## config.mk

```make
export PLATFORM = sky130hd
export DESIGN_NAME = izh_sim_seq_flat
export DESIGN_NICKNAME = d
export VERILOG_FILES = /design/src/rtl/izh_pkg.sv /design/src/rtl/izh_sim_seq_if.sv /design/src/rtl/izh_mask_fifo.sv /design/src/rtl/izh_sim_seq.sv /design/src/flat_wrapper.sv
export SDC_FILE = /design/constraint.sdc
export NUM_CORES = 1
export LEC_CHECK = 0
export CORE_UTILIZATION = 55
export DETAILED_ROUTE_END_ITERATION = 10
export DONT_BUFFER_PORTS = 1
export GPL_TIMING_DRIVEN = 1
export PLACE_DENSITY = 0.69
export SETUP_SLACK_MARGIN = 0.4
export SLEW_MARGIN = 20
export SYNTH_ARGS = -nofsm -noshare
export SYNTH_HDL_FRONTEND = slang
export SYNTH_SLANG_ARGS = --single-unit
```

## constraint.sdc

```tcl
create_clock -name clk -period 11.9 [get_ports clk]
set_clock_uncertainty 0.1 [all_clocks]
set_input_delay 0 -clock clk [delete_from_list [all_inputs] [get_ports clk]]
set_output_delay 0 -clock clk [all_outputs]
set_load 0.01 [all_outputs]
```

## src/rtl/izh_pkg.sv

```systemverilog
// Shared definitions for the Izhikevich simulation sequencer:
// sequencer state encoding and default sizing constants.
package izh_pkg;

    localparam int DEF_LANES   = 4;
    localparam int DEF_N_W     = 10;
    localparam int DEF_TS_W    = 10;
    localparam int DEF_MAX_OUT = 8;

    typedef enum logic [2:0] {
        ST_IDLE  = 3'd0,
        ST_ISSUE = 3'd1,
        ST_DRAIN = 3'd2,
        ST_STEP  = 3'd3,
        ST_ABORT = 3'd4,
        ST_DONE  = 3'd5
    } izh_state_t;

endpackage

```

## src/rtl/izh_sim_seq_if.sv

```systemverilog
// Request/return channel between the sequencer (master) and the
// neuron update pipeline (slave).
interface izh_sim_seq_if
    import izh_pkg::*;
#(
    parameter int LANES = DEF_LANES,
    parameter int N_W   = DEF_N_W
);

    logic             issue_valid;
    logic             issue_ready;
    logic [N_W-1:0]   issue_base;
    logic [LANES-1:0] issue_mask;
    logic             done_valid;
    logic [LANES-1:0] done_spikes;

    modport master (
        output issue_valid, issue_base, issue_mask,
        input  issue_ready, done_valid, done_spikes
    );

    modport slave (
        input  issue_valid, issue_base, issue_mask,
        output issue_ready, done_valid, done_spikes
    );

endinterface

```

## src/rtl/izh_mask_fifo.sv

```systemverilog
// Small FIFO remembering the lane mask of every issued group so the
// returned spike flags can be qualified in issue order.
module izh_mask_fifo
    import izh_pkg::*;
#(
    parameter int WIDTH = DEF_LANES,
    parameter int DEPTH = DEF_MAX_OUT
) (
    input  logic             clk,
    input  logic             aclr,
    input  logic             push,
    input  logic [WIDTH-1:0] din,
    input  logic             pop,
    output logic [WIDTH-1:0] dout,
    output logic             full
);

    localparam int AW = (DEPTH > 1) ? $clog2(DEPTH) : 1;
    localparam int CW = $clog2(DEPTH + 1);
    localparam logic [AW-1:0] LAST_PTR = AW'(DEPTH - 1);
    localparam logic [CW-1:0] FULL_CNT = CW'(DEPTH);

    logic [WIDTH-1:0] mem [DEPTH];
    logic [AW-1:0]    wptr;
    logic [AW-1:0]    rptr;
    logic [CW-1:0]    count;
    logic             do_push;
    logic             do_pop;

    assign do_push = push && !full;
    assign do_pop  = pop && (count != '0);

    // Mask storage; contents are don't-care until written.
    always_ff @(posedge clk) begin
        if (do_push) begin
            mem[wptr] <= din;
        end
    end

    // Read/write pointers (wrap at DEPTH, which need not be a power of two) and occupancy.
    always_ff @(posedge clk or posedge aclr) begin
        if (aclr) begin
            wptr  <= '0;
            rptr  <= '0;
            count <= '0;
        end else begin
            if (do_push) begin
                wptr <= (wptr == LAST_PTR) ? '0 : wptr + 1'b1;
            end
            if (do_pop) begin
                rptr <= (rptr == LAST_PTR) ? '0 : rptr + 1'b1;
            end
            case ({do_push, do_pop})
                2'b10:   count <= count + 1'b1;
                2'b01:   count <= count - 1'b1;
                default: count <= count;
            endcase
        end
    end

    assign dout = mem[rptr];
    assign full = (count == FULL_CNT);

endmodule

```

## src/rtl/izh_sim_seq.sv

```systemverilog
// Simulation sequencer: walks the neuron array in LANES-wide groups for
// each timestep, bounds the number of groups in flight, totals the spikes
// returned by the update pipeline and reports one sum per timestep.
module izh_sim_seq
    import izh_pkg::*;
#(
    parameter int LANES   = DEF_LANES,
    parameter int N_W     = DEF_N_W,
    parameter int TS_W    = DEF_TS_W,
    parameter int MAX_OUT = DEF_MAX_OUT
) (
    input  logic            clk,
    input  logic            aclr,
    input  logic            start,
    input  logic            abort,
    input  logic [N_W-1:0]  size,
    input  logic [TS_W-1:0] timesteps,
    izh_sim_seq_if.master   bus,
    output logic            busy,
    output logic            finished,
    output logic [TS_W-1:0] cur_timestep,
    output logic            ts_valid,
    output logic [N_W:0]    ts_spikes,
    output logic            err
);

    localparam int OW = $clog2(MAX_OUT + 1);
    localparam logic [OW-1:0] MAX_OUT_C = OW'(MAX_OUT);
    localparam logic [N_W:0]  LANES_C   = (N_W + 1)'(LANES);

    izh_state_t       state;
    logic [N_W-1:0]   size_r;
    logic [TS_W-1:0]  ts_r;
    logic [N_W-1:0]   base;
    logic [N_W:0]     base_nxt;
    logic [OW-1:0]    outst;
    logic [OW-1:0]    outst_nxt;
    logic [N_W:0]     acc;
    logic [N_W:0]     acc_nxt;
    logic [LANES-1:0] mask;
    logic [LANES-1:0] fifo_head;
    logic             fifo_full;
    logic             can_issue;
    logic             xfer;
    logic             ret;
    logic             stray;

    // Number of set bits in a lane vector, sized to the accumulator.
    function automatic logic [N_W:0] popcount(input logic [LANES-1:0] v);
        logic [N_W:0] c;
        c = '0;
        for (int i = 0; i < LANES; i++) begin
            c = c + (N_W + 1)'(v[i]);
        end
        return c;
    endfunction

    // Lane i is live while its neuron index is inside the captured size.
    always_comb begin
        for (int i = 0; i < LANES; i++) begin
            mask[i] = (({1'b0, base} + (N_W + 1)'(i)) < {1'b0, size_r});
        end
    end

    assign can_issue = (state == ST_ISSUE) && (outst < MAX_OUT_C) && !fifo_full;
    assign xfer      = can_issue && bus.issue_ready;
    // A result with nothing outstanding is a protocol error and is not counted.
    assign ret       = bus.done_valid && (outst != '0);
    assign stray     = bus.done_valid && (outst == '0);
    assign base_nxt  = {1'b0, base} + LANES_C;
    assign acc_nxt   = acc + (ret ? popcount(bus.done_spikes & fifo_head) : '0);

    // Outstanding count: simultaneous issue and return cancel out.
    always_comb begin
        outst_nxt = outst;
        case ({xfer, ret})
            2'b10:   outst_nxt = outst + 1'b1;
            2'b01:   outst_nxt = outst - 1'b1;
            default: outst_nxt = outst;
        endcase
    end

    izh_mask_fifo #(
        .WIDTH (LANES),
        .DEPTH (MAX_OUT)
    ) u_mask_fifo (
        .clk  (clk),
        .aclr (aclr),
        .push (xfer),
        .din  (mask),
        .pop  (ret),
        .dout (fifo_head),
        .full (fifo_full)
    );

    // Sequencer FSM with its counters, accumulator and per-timestep report.
    always_ff @(posedge clk or posedge aclr) begin
        if (aclr) begin
            state        <= ST_IDLE;
            size_r       <= '0;
            ts_r         <= '0;
            base         <= '0;
            cur_timestep <= '0;
            outst        <= '0;
            acc          <= '0;
            ts_valid     <= 1'b0;
            ts_spikes    <= '0;
        end else begin
            outst    <= outst_nxt;
            acc      <= acc_nxt;
            ts_valid <= 1'b0;
            case (state)
                ST_IDLE, ST_DONE: begin
                    if (start && !abort) begin
                        size_r       <= size;
                        ts_r         <= timesteps;
                        cur_timestep <= '0;
                        base         <= '0;
                        acc          <= '0;
                        state        <= ((size == '0) || (timesteps == '0)) ? ST_DONE : ST_ISSUE;
                    end
                end
                ST_ISSUE: begin
                    if (abort) begin
                        state <= ST_ABORT;
                    end else if (xfer) begin
                        base <= base_nxt[N_W-1:0];
                        if (base_nxt >= {1'b0, size_r}) begin
                            state <= ST_DRAIN;
                        end
                    end
                end
                ST_DRAIN: begin
                    // Enter STEP on the same edge that retires the last result.
                    if (abort) begin
                        state <= ST_ABORT;
                    end else if (outst_nxt == '0) begin
                        state     <= ST_STEP;
                        ts_valid  <= 1'b1;
                        ts_spikes <= acc_nxt;
                    end
                end
                ST_STEP: begin
                    acc <= '0;
                    if (abort) begin
                        state <= ST_ABORT;
                    end else if (cur_timestep == ts_r - 1'b1) begin
                        state <= ST_DONE;
                    end else begin
                        cur_timestep <= cur_timestep + 1'b1;
                        base         <= '0;
                        state        <= ST_ISSUE;
                    end
                end
                ST_ABORT: begin
                    if (outst_nxt == '0) begin
                        state <= ST_IDLE;
                    end
                end
                default: begin
                    state <= ST_IDLE;
                end
            endcase
        end
    end

    // Sticky flag for results returned with nothing in flight.
    always_ff @(posedge clk or posedge aclr) begin
        if (aclr) begin
            err <= 1'b0;
        end else if (stray) begin
            err <= 1'b1;
        end
    end

    assign bus.issue_valid = can_issue;
    assign bus.issue_base  = base;
    assign bus.issue_mask  = mask;
    assign busy            = (state != ST_IDLE) && (state != ST_DONE);
    assign finished        = (state == ST_DONE);

endmodule

```

## src/flat_wrapper.sv

```systemverilog
// flat-port wrapper written by rule: the top's interface ports become plain ports
module izh_sim_seq_flat import izh_pkg::*;
#(
    parameter int LANES   = DEF_LANES,
    parameter int N_W     = DEF_N_W,
    parameter int TS_W    = DEF_TS_W,
    parameter int MAX_OUT = DEF_MAX_OUT
)
  (clk, aclr, start, abort, size, timesteps, busy, finished, cur_timestep, ts_valid, ts_spikes, err, bus_issue_valid, bus_issue_base, bus_issue_mask, bus_issue_ready, bus_done_valid, bus_done_spikes);
  izh_sim_seq_if #(.LANES(LANES), .N_W(N_W)) bus_i ();
  input  logic clk;
  input  logic aclr;
  input  logic start;
  input  logic abort;
  input  logic [N_W-1:0] size;
  input  logic [TS_W-1:0] timesteps;
  output logic busy;
  output logic finished;
  output logic [TS_W-1:0] cur_timestep;
  output logic ts_valid;
  output logic [N_W:0] ts_spikes;
  output logic err;
  output wire logic [$bits(bus_i.issue_valid)-1:0] bus_issue_valid;
  output wire logic [$bits(bus_i.issue_base)-1:0] bus_issue_base;
  output wire logic [$bits(bus_i.issue_mask)-1:0] bus_issue_mask;
  input wire logic [$bits(bus_i.issue_ready)-1:0] bus_issue_ready;
  input wire logic [$bits(bus_i.done_valid)-1:0] bus_done_valid;
  input wire logic [$bits(bus_i.done_spikes)-1:0] bus_done_spikes;
  assign bus_issue_valid = bus_i.issue_valid;
  assign bus_issue_base = bus_i.issue_base;
  assign bus_issue_mask = bus_i.issue_mask;
  assign bus_i.issue_ready = bus_issue_ready;
  assign bus_i.done_valid = bus_done_valid;
  assign bus_i.done_spikes = bus_done_spikes;
  izh_sim_seq #(.LANES(LANES), .N_W(N_W), .TS_W(TS_W), .MAX_OUT(MAX_OUT)) u_core (.clk(clk), .aclr(aclr), .start(start), .abort(abort), .size(size), .timesteps(timesteps), .bus(bus_i), .busy(busy), .finished(finished), .cur_timestep(cur_timestep), .ts_valid(ts_valid), .ts_spikes(ts_spikes), .err(err));
endmodule
```

==> summary.txt <==
Critical path
  – Critical Path Sink Type: flip-flop
  – Worst R2R Start: u_core.state[0]
  – Reg-to-reg endpoint: u_core.ts_spikes[1]
  – Worst Path Class, Setup: flip-flop to flip-flop
  – Crit. Startpoint: u_core.state[0]
  – Slack of the worst reg-to-reg path: 7070 ps
  – WP data required: 12040 ps
  – Worst Reg2Reg Path Length in Cells: 11
  – Startpoint kind of the worst setup timing path: flip-flop
  – Capture point of the worst path: u_core.ts_spikes[1]
  – Arrival time at the worst endpoint: 4970 ps
  – Crit path max fanout: 20

Placement
  – Placed cell area: 6530 um2
  – Port bufs: 0
  – Placed wire-length estimate after detailed placement: 9780 um
  – Gpl congestion: 0.847
  – Cell Count Post-Placement: 736

Routing
  – ANT nets after route: 0
  – Via total after detailed routing: 4612
  – Vias per cell: 5.94
  – Drt first pass iters: 5
  – Drt total wl: 13500 um
  – Avg WL per Cell: 17.4 um
  – Count of unresolved DRC violations after routing: 0
  – Iteration-0 DRC count of the detailed router: 219

Clock tree
  – Clk_lat worst skew: 350 ps
  – Post-CTS setup repair buffer count: 0
  – Largest buffer count on any clock path: 2
  – Root buffer cell: sky130_fd_sc_hd__clkbuf_16
  – Max H-tree Level: 3
  – TritonCTS Buffers: 9
  – Clock net sink count: 111
  – Clock-pin slew on the worst setup and hold paths: 70 ps
  – TritonCTS clock tree: done

Power
  – Sequential group share of total power: 39.2%
  – Psw: 593 uW
  – Share of power burned in combinational logic: 39.3%
  – Worst IR Drop VDD: 167 uV
  – Final total power: 1.55 mW
  – P per Cell Area: 218 nW/um2
  – Clock power share: 21.5%
  – Switching Share: 38.3%
  – Leakage power: 3.14 nW
  – Internal power component: 956 uW

STA
  – Maximum clock frequency: 0.207 GHz
  – Final Slew Violations: 0
  – Final number of setup-violating endpoints: 0
  – Period utilization: 40.6%
  – Clock period minus final worst setup slack: 4830 ps
  – Setup repair after global routing missed its margin: false
  – Slew of the pin with the lowest slew margin: 1050 ps
  – Setup TNS after final layout: 0 ps
  – Worst-case headroom to the max-slew limit: 29.5%
  – Final Hold Vio Count: 0

Yosys
  – Most frequently used flop master after synthesis: sky130_fd_sc_hd__dfrtp_1
  – Flop and latch count out of synthesis: 111
  – Number of synthesized flops with an enable pin: 32
  – Warnings, synthesis: 0
  – Cell with the most instances after synthesis: sky130_fd_sc_hd__dfrtp_1
  – Cell types occupying the most area after synthesis: sky130_fd_sc_hd__dfrtp_1, sky130_fd_sc_hd__edfxtp_1, sky130_fd_sc_hd__ha_1
  – Count of distinct cell types in the synthesized netlist: 70
  – Post-synth top area share: 30.6%
  – Leading cell types by count after synthesis: sky130_fd_sc_hd__dfrtp_1, sky130_fd_sc_hd__nand2_1, sky130_fd_sc_hd__ha_1
  – Synth async-reset ratio: 71.2%
  – Cell count after synthesis: 616
  – Sequential fraction of the synthesis area: 45.4%
  – Mapped Avg Cell Area: 10.5 um2
  – Netlist Area Pre-Place: 6470 um2
  – Largest area contributor in the synthesized netlist: sky130_fd_sc_hd__dfrtp_1

Layout
  – Number of nets in the layout: 712
  – Final design instance area without fill: 7120 um2
  – Area grow syn2layout: 10.1%
  – Combined area of the multi-input logic cells: 3270 um2
  – Post-layout instance count excluding filler cells: 777
  – # fillers: 949
  – Flip-flop and latch area: 2940 um2
  – Fraction of final layout cells sized beyond drive strength 1: 8.99%
  – Count of inserted antenna diode cells: 0
  – Post-layout util: 62.3%

Global route
  – Antenna violations before repair: 0
  – Remaining global-route overflow: 0
  – Via count of the first global-routing pass: 4651
  – Pin count of the biggest net entering global routing: 65
  – All-Layer GR Usage: 23.6%
  – Wire length of the first global-routing pass: 22800 um

Hold path
  – Path type of the worst min-delay path: input pin to flip-flop

Outcome
  – Outcome: complete, no violations

Die
  – Height of the die: 110 um
  – Row count: 39
  – Width of the chip: 110 um
  – Total die area: 12200 um2
  – Standard cell core area: 11400 um2
  – Top-level port count: 70
  – Initial Util: 56.6%

Run
  – Number of violations of the max-capacitance limit: 0
-- cell type report --
class | instances | share of cell area [%]
clock inverter | 4 | 0.773
sequential | 111 | 41.3
tap | 143 | 2.51
inverter | 31 | 1.65
clock buffer | 12 | 3.97
timing repair buffer | 29 | 3.94
multi-input combinational | 447 | 45.9
-- registers in the layout, summed over array words and instances, names as in the netlist --
name,count
u_core.u_mask_fifo.count,4
u_core.size_r,10
u_core.ts_spikes,11
u_core.ts_r,10
u_core.bus.issue_base,8
u_core.state,3
u_core.cur_timestep,10
u_core.outst,4
u_core.u_mask_fifo.wptr,3
u_core.u_mask_fifo.rptr,3
u_core.err,1
u_core.acc,11
u_core.ts_valid,1
u_core.u_mask_fifo.mem,32
-- per-layer routing --
metal,GRT usage (%),vias up,routed length [um]
met5,0,-,0
met4,8.00,0,272
met3,6.92,27,790
met2,40.4,140,6890
met1,28.2,2237,5570
li1,-,2208,-
-- cells by family (layout without fill, tap and decap cells) --
family | Yosys count | in the layout | share of synthesized area [%]
AND/OR/NAND/NOR | 223 | 223 | 17.7
buffers and inverters | 59 | 76 | 4.12
flip-flops | 111 | 111 | 45.4
adder cells (fa/ha/maj) | 53 | 53 | 10.7
multiplexers | 32 | 32 | 6.75
AO/OA/AOI/OAI | 99 | 99 | 10.0
XOR/XNOR | 38 | 38 | 5.15
other | 1 | 2 | 0.0580
-- metrics by stage --
step / setup slack (ps) / hold slack, ps
floorplan: 7990 / 5.44
finish: 7070 / 48.7
detailed placement: 7120 / -273
global placement: 7390 / -274
global route: 6730 / 50.9
CTS: 7120 / 29.2
-- power by group through the flow --
stage               clock [mW]  sequential [mW]  combinational, mW
floorplan                    0            0.563              0.512
global placement             0            0.609              0.570
detailed placement           0            0.615              0.600
CTS                      0.341            0.608              0.610
global route             0.352            0.624              0.689
finish                   0.333            0.607              0.609
-- cell usage in the layout (no fill, tap or decap), types with 6 or more instances in the layout --
master | Yosys | layout
sky130_fd_sc_hd__dfrtp_1 | 79 | 79
sky130_fd_sc_hd__nand2_1 | 73 | 73
sky130_fd_sc_hd__ha_1 | 49 | 49
sky130_fd_sc_hd__nor2_1 | 43 | 43
sky130_fd_sc_hd__edfxtp_1 | 32 | 32
sky130_fd_sc_hd__inv_1 | 31 | 30
sky130_fd_sc_hd__o21ai_0 | 28 | 28
sky130_fd_sc_hd__dlygate4sd3_1 | 0 | 25
sky130_fd_sc_hd__xnor2_1 | 22 | 22
sky130_fd_sc_hd__a21oi_1 | 20 | 20
sky130_fd_sc_hd__nand3_1 | 19 | 19
sky130_fd_sc_hd__nor3_1 | 17 | 17
sky130_fd_sc_hd__xor2_1 | 16 | 16
sky130_fd_sc_hd__mux2_2 | 13 | 13
sky130_fd_sc_hd__mux2i_1 | 11 | 11
sky130_fd_sc_hd__clkbuf_16 | 0 | 11
sky130_fd_sc_hd__and3_1 | 10 | 10
sky130_fd_sc_hd__nand2b_1 | 9 | 9
sky130_fd_sc_hd__nor2b_1 | 9 | 9
sky130_fd_sc_hd__o21a_1 | 8 | 8
sky130_fd_sc_hd__mux4_2 | 8 | 8
sky130_fd_sc_hd__nand4_1 | 7 | 7
sky130_fd_sc_hd__and2_1 | 6 | 6
-- worst max-delay path, cell delays in order (launching register included) --
cell                      delay (ps)
sky130_fd_sc_hd__dfrtp_1         520
sky130_fd_sc_hd__inv_1           170
sky130_fd_sc_hd__nor2_1          620
sky130_fd_sc_hd__nand3_1         470
sky130_fd_sc_hd__ha_1            400
sky130_fd_sc_hd__ha_1            360
sky130_fd_sc_hd__a21oi_1         100
sky130_fd_sc_hd__a211o_1         310
sky130_fd_sc_hd__and3_1          190
sky130_fd_sc_hd__nor4b_2         380
sky130_fd_sc_hd__and4_1          680
sky130_fd_sc_hd__mux2_2          410
-- worst min path at each step --
stage / startpoint / end / slack [ps] / cells past startpoint
3_3_place_gp: aclr / u_core.ts_spikes[0] / -270 / 1
5_1_grt: start / u_core.state[0] / 50 / 3
4_1_cts: start / u_core.state[0] / 30 / 3
2_1_floorplan: size[0] / u_core.size_r[0] / 5 / 2
6_report: start / u_core.state[0] / 50 / 3
3_5_place_dp: aclr / u_core.ts_spikes[0] / -270 / 1
-- repair_timing --
item,in CTS,in global routing
resized for setup,0,0
hold endpoints to repair,110,0
hold buffers,25,0
endpoints found under the setup margin,0,0
Note: power is estimated with default switching activity, not from simulation.
